## src/rtl/pid_pkg.sv

```systemverilog
// Shared types, constants and the saturating-sum helper for the PID front-end sequencer.
package pid_pkg;

  localparam int DATA_W = 16;

  localparam logic [DATA_W-1:0] SAT_POS = 16'h7FFF;
  localparam logic [DATA_W-1:0] SAT_NEG = 16'h8000;

  typedef enum logic [2:0] {
    IDLE = 3'd0,
    ERR  = 3'd1,
    INT  = 3'd2,
    DIF  = 3'd3,
    DONE = 3'd4
  } state_t;

  typedef struct packed {
    state_t state;
    logic   cout;
  } pid_dbg_t;

  // Overflow when both (already inverted) operands agree in sign but the sum does not.
  function automatic logic [DATA_W:0] sat_sum(input logic [DATA_W-1:0] a,
                                              input logic [DATA_W-1:0] b,
                                              input logic [DATA_W-1:0] sum);
    logic ovf;
    ovf = (a[DATA_W-1] == b[DATA_W-1]) && (sum[DATA_W-1] != a[DATA_W-1]);
    if (!ovf)
      return {1'b0, sum};
    else if (a[DATA_W-1])
      return {1'b1, SAT_NEG};
    else
      return {1'b1, SAT_POS};
  endfunction

endpackage

```

## src/rtl/pid_adder_sequencer_adder.sv

```systemverilog
// Plain 16-bit ripple-carry adder shared by all three PID steps.
module adder_16bit
  import pid_pkg::*;
(
  input  logic [DATA_W-1:0] a,
  input  logic [DATA_W-1:0] b,
  input  logic              cin,
  output logic [DATA_W-1:0] sum,
  output logic              cout
);

  logic [DATA_W:0] c;

  assign c[0] = cin;

  for (genvar i = 0; i < DATA_W; i++) begin : g_bit
    assign sum[i]   = a[i] ^ b[i] ^ c[i];
    assign c[i+1]   = (a[i] & b[i]) | (c[i] & (a[i] ^ b[i]));
  end

  assign cout = c[DATA_W];

endmodule

```

## src/rtl/pid_adder_sequencer.sv

```systemverilog
// Runs err, integral and derivative additions of one PID sample through a single shared adder.
module pid_adder_sequencer
  import pid_pkg::*;
#(
  parameter logic signed [DATA_W-1:0] INT_MAX = 16'sd32767,
  parameter logic signed [DATA_W-1:0] INT_MIN = -16'sd32768
) (
  input  logic              clk,
  input  logic              rst_n,
  input  logic              in_valid,
  output logic              in_ready,
  input  logic [DATA_W-1:0] setpoint,
  input  logic [DATA_W-1:0] measurement,
  input  logic              int_clr,
  output logic              out_valid,
  input  logic              out_ready,
  output logic [DATA_W-1:0] err,
  output logic [DATA_W-1:0] integ,
  output logic [DATA_W-1:0] diff,
  output logic              sat,
  output pid_dbg_t          dbg
);

  // Handshakes: a transfer happens on a rising edge where valid and ready are both high;
  // in_ready/out_valid come from registered state only, and DONE holds results until taken.

  state_t            state, state_nxt;
  logic [DATA_W-1:0] sp_q, meas_q, err_q, integ_q, diff_q, eprev_q;
  logic              sat_q;

  logic [DATA_W-1:0] op_a, op_b, sum;
  logic              cin, cout;
  logic [DATA_W:0]   sat_res;
  logic              ovf;
  logic [DATA_W-1:0] sat_val, int_val;
  logic              clamp;

  always_comb begin
    op_a = '0;
    op_b = '0;
    cin  = 1'b0;
    case (state)
      ERR: begin op_a = sp_q;    op_b = ~meas_q;  cin = 1'b1; end
      INT: begin op_a = integ_q; op_b = err_q;    cin = 1'b0; end
      DIF: begin op_a = err_q;   op_b = ~eprev_q; cin = 1'b1; end
      default: ;
    endcase
  end

  adder_16bit u_adder (
    .a    (op_a),
    .b    (op_b),
    .cin  (cin),
    .sum  (sum),
    .cout (cout)
  );

  assign sat_res = sat_sum(op_a, op_b, sum);
  assign ovf     = sat_res[DATA_W];
  assign sat_val = sat_res[DATA_W-1:0];

  always_comb begin
    int_val = sat_val;
    clamp   = 1'b0;
    if ($signed(sat_val) > INT_MAX) begin
      int_val = INT_MAX;
      clamp   = 1'b1;
    end else if ($signed(sat_val) < INT_MIN) begin
      int_val = INT_MIN;
      clamp   = 1'b1;
    end
  end

  always_comb begin
    state_nxt = state;
    case (state)
      IDLE:    if (in_valid) state_nxt = ERR;
      ERR:     state_nxt = INT;
      INT:     state_nxt = DIF;
      DIF:     state_nxt = DONE;
      DONE:    if (out_ready) state_nxt = IDLE;
      default: state_nxt = IDLE;
    endcase
  end

  always_ff @(posedge clk or negedge rst_n) begin
    if (!rst_n) state <= IDLE;
    else        state <= state_nxt;
  end

  always_ff @(posedge clk or negedge rst_n) begin
    if (!rst_n) begin
      sp_q    <= '0;
      meas_q  <= '0;
      err_q   <= '0;
      integ_q <= '0;
      diff_q  <= '0;
      eprev_q <= '0;
      sat_q   <= 1'b0;
    end else begin
      case (state)
        IDLE: begin
          // Clear lands on the accept edge, so the INT/DIF steps of that sample see zero.
          if (int_clr) begin
            integ_q <= '0;
            eprev_q <= '0;
          end
          if (in_valid) begin
            sp_q   <= setpoint;
            meas_q <= measurement;
            sat_q  <= 1'b0;
          end
        end
        ERR: begin
          err_q <= sat_val;
          sat_q <= sat_q | ovf;
        end
        INT: begin
          integ_q <= int_val;
          sat_q   <= sat_q | ovf | clamp;
        end
        DIF: begin
          diff_q  <= sat_val;
          eprev_q <= err_q;
          sat_q   <= sat_q | ovf;
        end
        default: ;
      endcase
    end
  end

  assign in_ready  = (state == IDLE);
  assign out_valid = (state == DONE);
  assign err       = err_q;
  assign integ     = integ_q;
  assign diff      = diff_q;
  assign sat       = sat_q;
  assign dbg       = '{state: state, cout: cout};

endmodule

```

## config.mk

```make
export PLATFORM = sky130hd
export DESIGN_NAME = pid_adder_sequencer
export DESIGN_NICKNAME = d
export VERILOG_FILES = /design/src/rtl/pid_pkg.sv /design/src/rtl/pid_adder_sequencer_adder.sv /design/src/rtl/pid_adder_sequencer.sv
export SDC_FILE = /design/constraint.sdc
export NUM_CORES = 1
export LEC_CHECK = 0
export CAP_MARGIN = 0
export CORE_ASPECT_RATIO = 1.1
export CORE_MARGIN = 2
export CORE_UTILIZATION = 25
export DETAILED_ROUTE_END_ITERATION = 12
export GPL_TIMING_DRIVEN = 0
export SYNTH_ARGS = -nofsm -noshare
export SYNTH_HDL_FRONTEND = slang
export SYNTH_SLANG_ARGS = --single-unit
```

## constraint.sdc

```tcl
create_clock -name clk -period 9.15 [get_ports clk]
set_input_delay 0.915 -clock clk [delete_from_list [all_inputs] [get_ports clk]]
set_output_delay 0.915 -clock clk [all_outputs]
set_load 0.02 [all_outputs]
```

=== Word-level counts from Yosys, hierarchy flattened ===
Index checks and enable logic that the tools add are counted.

* Multiply operators: 0
* Divide/modulo/power cells: 0
* Reduce and logical (&&, ||, !) cells: 11
* Add/sub/neg operators: 0
* Equal/unequal tests: 9
* Multiplexer cells: 17
* Bitwise operators: 84
* Shift-type cells: 0
* $lt $le $gt $ge: 2

{| class="wikitable"
|+ Operator list
! kind !! count
|-
| one-hot mux 16 bit (3 select lines) || 2
|-
| two-way mux 16 bit || 4
|-
| one-hot mux 16 bit (2 select lines) || 2
|-
| bitwise AND 1 bit || 32
|-
| NOT 16 bit || 2
|-
| bitwise XOR 1 bit || 32
|-
| OR 1 bit || 18
|-
| two-way mux 17 bit || 1
|-
| > comparator 16 bit, second input constant || 1
|-
| < comparator 16 bit, second input constant || 1
|-
| one-hot mux 3 bit (5 select lines) || 1
|-
| AND reduction 2 bit || 5
|-
| == test 3 x 2 -> 1 bit, second input constant || 2
|-
| two-way mux 3 bit || 2
|-
| two-way mux 1 bit || 4
|-
| inequality test 2 x 1 -> 1 bit, second input constant || 2
|-
| nonzero test 2 bit || 2
|-
| == test 3 x 1 -> 1 bit, second input constant || 1
|-
| == test 3 bit, second input constant || 1
|-
| logical NOT 3 bit || 1
|-
| one-hot mux 1 bit (3 select lines) || 1
|-
| nonzero test 3 bit || 1
|-
| inequality test 2 bit, second input constant || 1
|-
| OR reduction 2 bit || 1
|-
| 3 further kinds || 3
|}

* ROM bits: 0
* Logic and storage cells: 131
* Bits in latches: 0
* Memories kept: 0
* Flip-flop bits (word level): 100
* Output and inout port bits: 55
* Memory bits (writable): 0
* Input bits: 37

=== Logic depth before layout (Yosys ltp) ===
Gate-level depths: netlist of the first run.

* Word-level depth: 42
* Gate-level depth with buffers: 30

=== Cells and area by module ===
Synthesis of the first run repeated with hierarchy kept, for this count alone.

* Cell total of the unflattened synthesis: 498
* Area, all modules: 4932.2 µm²

{| class="wikitable"
|+ Modules (own cells, without submodules)
! module !! cells each !! sequential area each (µm²) !! area each (µm²) !! instances
|-
| pid_adder_sequencer || 472 || 2502.4 || 4574.4 || 1
|-
| adder_16bit || 26 || 0.0 || 357.8 || 1
|}

=== Worst setup path after synthesis of the first run ===
No wires, ideal clock.

* Kind: flip-flop to flip-flop
* Start: register state[1]
* End: register integ_q[0] (netlist: integ[0])
* Library setup time: 0.135 ns
* Slack: 0.570 ns
* Data arrival time: 8.446 ns
* Period minus slack after synthesis: 8.580 ns
* Stages on the path, launching flop included: 30
* Path through: dfrtp_1 -> buf_6 -> buf_4 -> buf_2 -> mux2i_1 -> a22oi_1 -> or2_2 -> fa_1 -> fa_1 -> fa_1 -> fa_1 -> fa_1 -> fa_1 -> fa_1 -> inv_1 -> fa_1 -> inv_1 -> fa_1 -> fa_1 -> fa_1 -> fa_1 -> fa_1 -> fa_1 -> fa_1 -> inv_1 -> fa_1 -> nor2_1 -> a21o_1 -> buf_1 -> o211ai_1

* Cells in the longest elaborated chain, start to end: 41
* Elaborated cells on any way between the ends: 98
* Those cells by class: order compare: 2; eq/ne: 6; mux: 8; bitwise: 77; reduce/logical: 5

{| class="wikitable"
|+ RTL lines
! item !! line !! RTL
|-
| start: declaration || pid_adder_sequencer.sv:27 || <nowiki>state_t state, state_nxt;</nowiki>
|-
| start signal: assignment || pid_adder_sequencer.sv:88 || <nowiki>else state <= state_nxt;</nowiki>
|-
| == test 3 x 2 -> 1 bit, or another cell as far along || pid_adder_sequencer.sv:42 || <nowiki>case (state)</nowiki>
|-
| one-hot mux 16 bit (3 select lines) / OR reduction 2 bit (equally long branches) || n/a ||
|-
| bitwise XOR 1 bit / two-way mux 1 bit (equally long branches) || pid_adder_sequencer_adder.sv:17, pid_adder_sequencer_adder.sv:18, pid_adder_sequencer.sv:42 ||
|-
| bitwise AND 1 bit || pid_adder_sequencer_adder.sv:18 || <nowiki>assign c[i+1] = (a[i] & b[i]) | (c[i] & (a[i] ^ b[i]));</nowiki>
|-
| OR 1 bit || pid_adder_sequencer_adder.sv:18 ||
|-
| bitwise AND 1 bit || pid_adder_sequencer_adder.sv:18 ||
|-
| OR 1 bit || pid_adder_sequencer_adder.sv:18 ||
|-
| bitwise AND 1 bit || pid_adder_sequencer_adder.sv:18 ||
|-
| [25 not listed] || n/a ||
|-
| bitwise XOR 1 bit || pid_adder_sequencer_adder.sv:17 || <nowiki>assign sum[i] = a[i] ^ b[i] ^ c[i];</nowiki>
|-
| inequality test 1 bit || pid_pkg.sv:27 || <nowiki>ovf = (a[DATA_W-1] == b[DATA_W-1]) && (sum[DATA_W-1] != a[DATA_W-1]);</nowiki>
|-
| logical AND 1 bit || pid_pkg.sv:27 ||
|-
| two-way mux 17 bit || pid_pkg.sv:28 || <nowiki>if (!ovf)</nowiki>
|-
| < comparator 16 bit || pid_adder_sequencer.sv:68 || <nowiki>end else if ($signed(sat_val) < INT_MIN) begin</nowiki>
|-
| two-way mux 16 bit || pid_adder_sequencer.sv:68 ||
|-
| two-way mux 16 bit || pid_adder_sequencer.sv:65 || <nowiki>if ($signed(sat_val) > INT_MAX) begin</nowiki>
|-
| one-hot mux 16 bit (2 select lines) || pid_adder_sequencer.sv:101 || <nowiki>case (state)</nowiki>
|-
| end signal: assignment || pid_adder_sequencer.sv:119 || <nowiki>integ_q <= int_val;</nowiki>
|-
| end: declaration || pid_adder_sequencer.sv:28 || <nowiki>logic [DATA_W-1:0] sp_q, meas_q, err_q, integ_q, diff_q, eprev_q;</nowiki>
|}

Several ways; a longest one is shown, not always the timed one.
A chain may end at the register's enable or synchronous reset.

=== Final worst setup path of the first run ===
* Start: register state[1]
* End: output dbg[0] in the netlist's numbering

* Cells in the longest elaborated chain, start to end: 35
* Elaborated cells on any way between the ends: 71
* Those cells by class: eq/ne: 3; mux: 3; bitwise: 64; reduce/logical: 1

{| class="wikitable"
|+ RTL lines
! item !! line !! RTL
|-
| == test 3 x 2 -> 1 bit / == test 3 x 1 -> 1 bit (equally long branches) || pid_adder_sequencer.sv:42 ||
|-
| one-hot mux 16 bit (3 select lines) / OR reduction 2 bit (equally long branches) || n/a ||
|-
| bitwise XOR 1 bit / two-way mux 1 bit (equally long branches) || pid_adder_sequencer_adder.sv:18, pid_adder_sequencer.sv:42 ||
|-
| bitwise AND 1 bit || pid_adder_sequencer_adder.sv:18 ||
|-
| OR 1 bit || pid_adder_sequencer_adder.sv:18 ||
|-
| bitwise AND 1 bit || pid_adder_sequencer_adder.sv:18 ||
|-
| OR 1 bit || pid_adder_sequencer_adder.sv:18 ||
|-
| bitwise AND 1 bit || pid_adder_sequencer_adder.sv:18 ||
|-
| [19 not listed] || n/a ||
|-
| bitwise AND 1 bit || pid_adder_sequencer_adder.sv:18 ||
|-
| OR 1 bit || pid_adder_sequencer_adder.sv:18 ||
|-
| bitwise AND 1 bit || pid_adder_sequencer_adder.sv:18 ||
|-
| OR 1 bit || pid_adder_sequencer_adder.sv:18 ||
|-
| bitwise AND 1 bit || pid_adder_sequencer_adder.sv:18 ||
|-
| OR 1 bit || pid_adder_sequencer_adder.sv:18 ||
|-
| bitwise AND 1 bit || pid_adder_sequencer_adder.sv:18 ||
|-
| OR 1 bit * || pid_adder_sequencer_adder.sv:18 ||
|-
| end: declaration || pid_adder_sequencer.sv:21 || <nowiki>output pid_dbg_t dbg</nowiki>
|}

Mark *: on every way between the ends. The rest lies on a longest branch, timed or not.

==> flow_summary.toml, run 1 <==
[routing]
first_iter_violations = 302
routedWlPerCell_um = 19.69
drc = 0
wirelength_mm = 16.03
via_count = 3989
firstDrtPassIters = 7
final_antenna_net_count = 0
post_drt_via_cell_ratio = 4.900

[yosys]
async_reset_ff_share_pct = 100.0
synth_cells = 449
synthFlopType = "dfrtp_1"
synth_top_area_cell = "dfrtp_1"
syn_area_per_cell_um2 = 11.62
synth_top_area_share_pct = 47.97
ys_types = 38
syn-cell-area_um2 = 5216
synth_edf_count = 0
synth_area_leaders = "dfrtp_1 (48%), mux2_2 (7.3%), fa_1 (6.5%), a22oi_1 (4.3%), o211ai_1 (4.2%)"
yosysSeqAreaShare_pct = 47.97
ys_ff_latch = 100
yosysWarnings = 0
syn_nets = 504

[cells_and_area]
seqCellArea_um2 = 2502
multi_input_area_um2 = 2442
areaGrowthSynthToFinish_pct = 31.18
layout_common_cells = "dfrtp_1 (100), clkdlybuf4s50_1 (89), nand2_1 (45), mux2_2 (34), a22oi_1 (30)"
postLayoutCellArea_um2 = 6843
final_cells = 814
final_common_cell = "dfrtp_1"
drive_gt1_share_pct = 22.04
diodes = 0
fillers = 2034
nets = 609

[clocking]
holdBufCountCts = 0
cts_root_buffer = "clkbuf_16"
cts_tree = "yes"
htree_levels = 3
numClockSinks = 100
worst_skew_pair.late_latency_ns = 0.34
clk_path_buf_depth = 2
clkTransAtPathRegs_ns = 0.06
cts_made_buffers = 9

[power]
ir_drop_v = 0.0001193
p_leak_nw = 2.821
power.density_nw_per_um2 = 439.1
switchingPower_mw = 1.297
seq_power_share_pct = 27.6
power_frac_comb_pct = 59.9
p_int_mw = 1.708
switching_share_pct = 43.17
pwr-share-clk_pct = 12.5

[sta]
period_minus_slack_ns = 8.967
max_freq_mhz = 111.5
finalSetupViolations = 0
skew_ns = 0.009130
slew_headroom_pct = 42.03
final_max_slew_viol_count = 0
setup_slack_ns = 0.1834
post-route-period-util_pct = 98.00
hold_viol_final = 0
worst_pin_slew_ns = 0.8696

[run]
maxCapViolCount = 0

[outcome]
outcome = "finished, final reports clean"

[die]
ioPinCount = 92
dieArea_um2 = 22040
core_area_um2 = 20510
die_h_um = 155.5
rows = 55
initial_core_util_pct = 25.44
die_w_um = 141.7

[grt]
grt_overflow = 0
antenna_found_initial = 0
grt_pass1_vias = 4158
grt_max_degree = 68
grt_pass1_wl_mm = 25.05
grt_usage_pct = 14.88

[critical_path]
end_kind = "primary output"
critPathMaxFanout = 10
required_ns = 8.24
cp.arrival_ns = 8.05
start_kind = "register"
crit_type = "register to primary output"
r2r_cells = 30

[place]
gp_congestion = 0.8681
dpl_cell_area_um2 = 6472
portBuffers = 91
dp_slack_ns = -0.6347
place_inst = 797
dp_hpwl_mm = 11.61

[min_path]
worstHoldPathType = "register to register"
hold_depth = 2
-- power groups by stage --
stage	sequential, mW	combinational, mW	clock [mW]
3_5_place_dp	0.836	1.75	0
6_report	0.829	1.80	0.376
2_1_floorplan	0.891	1.05	0
4_1_cts	0.829	1.79	0.383
5_1_grt	0.856	1.96	0.399
3_3_place_gp	0.832	1.71	0
-- through the flow --
stage / util, % / power, mW / setup TNS (ns) / hold slack [ns]
global placement: 31.44 / 2.546 / -9.346 / 0.4753
CTS: 33.24 / 3.003 / 0 / 0.4956
floorplan: - / 1.944 / 0 / 0.4541
finish: 33.37 / 3.005 / 0 / 0.4894
global route: 33.37 / 3.213 / -0.04071 / 0.5109
detailed placement: 31.56 / 2.583 / -13.41 / 0.4808
-- layout make-up --
| cell class | count | share of cell area, % |
|---|---|---|
| inverters | 11 | 0.6034 |
| multi-input cells | 300 | 35.69 |
| repair buffers | 95 | 14.02 |
| clock buffers | 14 | 4.151 |
| plain buffers | 37 | 4.206 |
| clock inverters | 1 | 0.07314 |
| well taps | 256 | 4.681 |
| flip-flops and latches | 100 | 36.57 |
-- worst max-delay path: stages, from the launching register on --
cell and delay (ns):
dfrtp_1 0.37, buf_6 0.14, nor2b_1 0.14, buf_2 0.19, buf_6 0.18, a22oi_1 0.10, or2_2 0.29, fa_1 0.42
fa_1 0.40, fa_2 0.36, fa_1 0.40, fa_2 0.36, fa_1 0.39, fa_1 0.38, inv_1 0.08, fa_1 0.16
inv_1 0.07, fa_2 0.35, fa_2 0.36, fa_1 0.39, fa_2 0.38, fa_2 0.36, fa_2 0.40, fa_1 0.39
inv_2 0.09, fa_2 0.20, buf_4 0.10, clkdlybuf4s15_2 0.24
-- per-layer routing --
metal | up-vias | wire [um] | GRT usage [%]
li1 | 1803 | - | -
met1 | 2019 | 6871 | 19.30
met2 | 140 | 7677 | 24.09
met3 | 27 | 953 | 3.201
met4 | 0 | 523 | 6.286
met5 | - | 0 | 0
-- synthesized netlist by cell type (2+ instances only) --
cell type,n
nand2_1,45
a21oi_1,17
mux2_4,11
o21ai_1,4
mux2_2,34
buf_4,3
dfrtp_1,100
clkbuf_1,5
buf_1,4
and2_1,3
nor2_1,7
or3_1,3
buf_2,19
a22o_1,16
nand2b_1,3
a22oi_1,30
o21ai_0,19
or2_1,13
buf_6,3
inv_1,11
or2_2,16
o211ai_1,29
a21o_1,4
buf_12,3
xnor2_1,2
mux2i_1,17
fa_1,17
-- worst paths after layout --
check | start | to | slack (ns)
worst max-delay path | state[1] | dbg[0] | 0.18
worst min-delay path | diff[15] | diff[15] | 0.49
worst max register to register | state[1] | diff[9] | 0.30
worst min register to register | diff[15] | diff[15] | 0.49
max in group asynchronous | rst_n | integ[14] | 7.92
min in group asynchronous | rst_n | sp_q[11] | 0.52
-- flip-flops by register name, indices dropped and copies added (netlist names) --
signal and count:
diff 16, sat 1, err 16, integ 16, meas_q 16, eprev_q 16
sp_q 16, state 3
-- logic make-up (layout without fill, tap and decap cells) --
logic type,Yosys count,in the layout,share of synthesized area [%]
flip-flops,100,100,47.97
AO/OA/AOI/OAI,123,123,16.26
buffers and inverters,49,158,5.589
AND/OR/NAND/NOR,94,94,9.091
XOR/XNOR,2,2,0.3359
adder cells (fa/ha/maj),18,18,6.764
multiplexers,63,63,13.98
-- repair_timing --
action / CTS / global route
endpoints found under the setup margin: 42 / 22
resized for setup: 18 / 7
pin swaps: 0 / 1
setup buffers: 1 / 2
Note: power is estimated with default switching activity, not from simulation.
==> run 2: changes to the inputs <==
--- a/config.mk
+++ b/config.mk
@@ -11,6 +11,7 @@
 export CORE_UTILIZATION = 25
 export DETAILED_ROUTE_END_ITERATION = 12
 export GPL_TIMING_DRIVEN = 0
+export SLEW_MARGIN = 20
 export SYNTH_ARGS = -nofsm -noshare
 export SYNTH_HDL_FRONTEND = slang
 export SYNTH_SLANG_ARGS = --single-unit
==> flow_summary.toml, run 2 (same netlist as run 1, synthesis figures left out) <==
[outcome]
outcome = "finished, final reports clean"

[sta]
hold_viol_final = 0
finalSetupViolations = 0
setup_tns_ns = 0
hold_ws_ns = 0.4557
final_max_slew_viol_count = 0
worst_pin_slew_ns = 0.8696
skew_ns = 0.009130
period_minus_slack_ns = 8.967
slew_headroom_pct = 42.03
max_freq_mhz = 111.5
post-route-period-util_pct = 98.00

[run]
maxCapViolCount = 0

[critical_path]
critPathMaxFanout = 10
cp.arrival_ns = 8.05
end_kind = "primary output"
required_ns = 8.24
timing.rr.start = "state[1]"
r2r_end = "diff[9]"
r2r_cells = 30
slowest_stage = "fa_1"
start_kind = "register"
reg2reg_slack_ns = 0.30
critPathMaxStageDelay_ns = 0.42
crit_type = "register to primary output"

[routing]
firstDrtPassIters = 7
post_drt_via_cell_ratio = 4.900
routedWlPerCell_um = 19.69
final_antenna_net_count = 0
wirelength_mm = 16.03
via_count = 3989
first_iter_violations = 302
drc = 0

[grt]
grt_pass1_wl_mm = 25.05
antenna_found_initial = 0
grt_pass1_vias = 4158
grt_usage_pct = 14.88
grt_max_degree = 68
grt_overflow = 0

[cells_and_area]
fin_util_pct = 33.39
fillers = 2036
areaGrowthSynthToFinish_pct = 31.25
layout_common_cells = "dfrtp_1 (100), clkdlybuf4s50_1 (89), nand2_1 (45), mux2_2 (34), a22oi_1 (30)"
diodes = 0
final_common_cell = "dfrtp_1"
drive_gt1_share_pct = 22.04
nets = 609
postLayoutCellArea_um2 = 6847

[place]
portBuffers = 91
gp_congestion = 0.8681
dpl_cell_area_um2 = 6476
dp_hpwl_mm = 11.61

[clocking]
cts_root_buffer = "clkbuf_16"
cts_made_buffers = 9
clk_path_buf_depth = 2
numClockSinks = 100
worst_skew_pair.late_latency_ns = 0.34
cts_tree = "yes"
clkTransAtPathRegs_ns = 0.07
htree_levels = 3

[die]
rows = 55
ioPinCount = 92
die_h_um = 155.5
die_w_um = 141.7
initial_core_util_pct = 25.44
dieArea_um2 = 22040
core_area_um2 = 20510

[power]
power_mw = 3.005
ir_drop_v = 0.0001193
power.density_nw_per_um2 = 438.9
p_leak_nw = 2.823

[min_path]
worstHoldPathType = "input pin to asynchronous set/reset pin"
-- run 2: how the worst max path moves through the flow --
| stage | startpoint | endpoint | slack, ns | cells after the start |
|---|---|---|---|---|
| 4_1_cts | state[1] | dbg[0] | 0.01 | 27 |
| 6_report | state[1] | dbg[0] | 0.18 | 27 |
| 3_3_place_gp | state[1] | integ[5] | -0.53 | 29 |
| 3_5_place_dp | state[1] | integ[0] | -0.63 | 29 |
| 2_1_floorplan | state[1] | integ[0] | 0.57 | 29 |
| 5_1_grt | state[1] | dbg[0] | -0.04 | 27 |
-- run 2: metrics by stage --
| stage | instances | setup WS, ns |
|---|---|---|
| 2_1_floorplan | 449 | 0.5697 |
| 5_1_grt | 814 | -0.04071 |
| 3_5_place_dp | 797 | -0.6347 |
| 6_report | 814 | 0.1834 |
| 3_3_place_gp | 796 | -0.5322 |
| 4_1_cts | 813 | 0.01410 |
-- run 2: per-layer routing --
| metal | GRT usage, % | vias up | routed length (um) |
|---|---|---|---|
| met2 | 24.09 | 140 | 7677 |
| met5 | 0 | - | 0 |
| met4 | 6.286 | 0 | 523 |
| met3 | 3.201 | 27 | 953 |
| li1 | - | 1803 | - |
| met1 | 19.30 | 2019 | 6872 |
-- run 2: timing repair --
item | CTS | global route
hold buffers | 0 | 0
setup endpoints to repair | 42 | 22
setup buffers | 1 | 2
endpoints found under the hold margin | 0 | 0
resized for setup | 18 | 7
pin swaps | 0 | 1
-- run 2: area by class of cell --
class / count / area (um2) / share of cell area [%]
sequential: 100 / 2502 / 36.55
multi-input combinational: 300 / 2442 / 35.67
timing repair buffer: 95 / 963.4 / 14.07
tap: 256 / 320.3 / 4.678
buffer: 37 / 287.8 / 4.203
clock buffer: 14 / 284.0 / 4.148
inverter: 11 / 41.29 / 0.6031
clock inverter: 1 / 5.005 / 0.07310
-- run 2: report_power, final --
group | switching, mW | internal (mW)
clock | 0.163 | 0.213
sequential | 0.175 | 0.654
combinational | 0.959 | 0.841
total | 1.30 | 1.71
-- run 2: worst max-delay path, delay by kind of cell, from the launching register on --
kind / cells / cell delay, ns
adder cells (fa/ha/maj): 16 / 5.70
buffers and inverters: 8 / 1.09
AND/OR/NAND/NOR: 2 / 0.43
flip-flops: 1 / 0.37
AO/OA/AOI/OAI: 1 / 0.10
==> run 3: changes to the inputs <==
--- a/config.mk
+++ b/config.mk
@@ -10,6 +10,7 @@
 export CORE_MARGIN = 2
 export CORE_UTILIZATION = 25
 export DETAILED_ROUTE_END_ITERATION = 12
+export GPL_ROUTABILITY_DRIVEN = 0
 export GPL_TIMING_DRIVEN = 0
 export SLEW_MARGIN = 20
 export SYNTH_ARGS = -nofsm -noshare
==> results of run 3 <==
The final DEF is identical to that of run 2; final timing and power are the same.
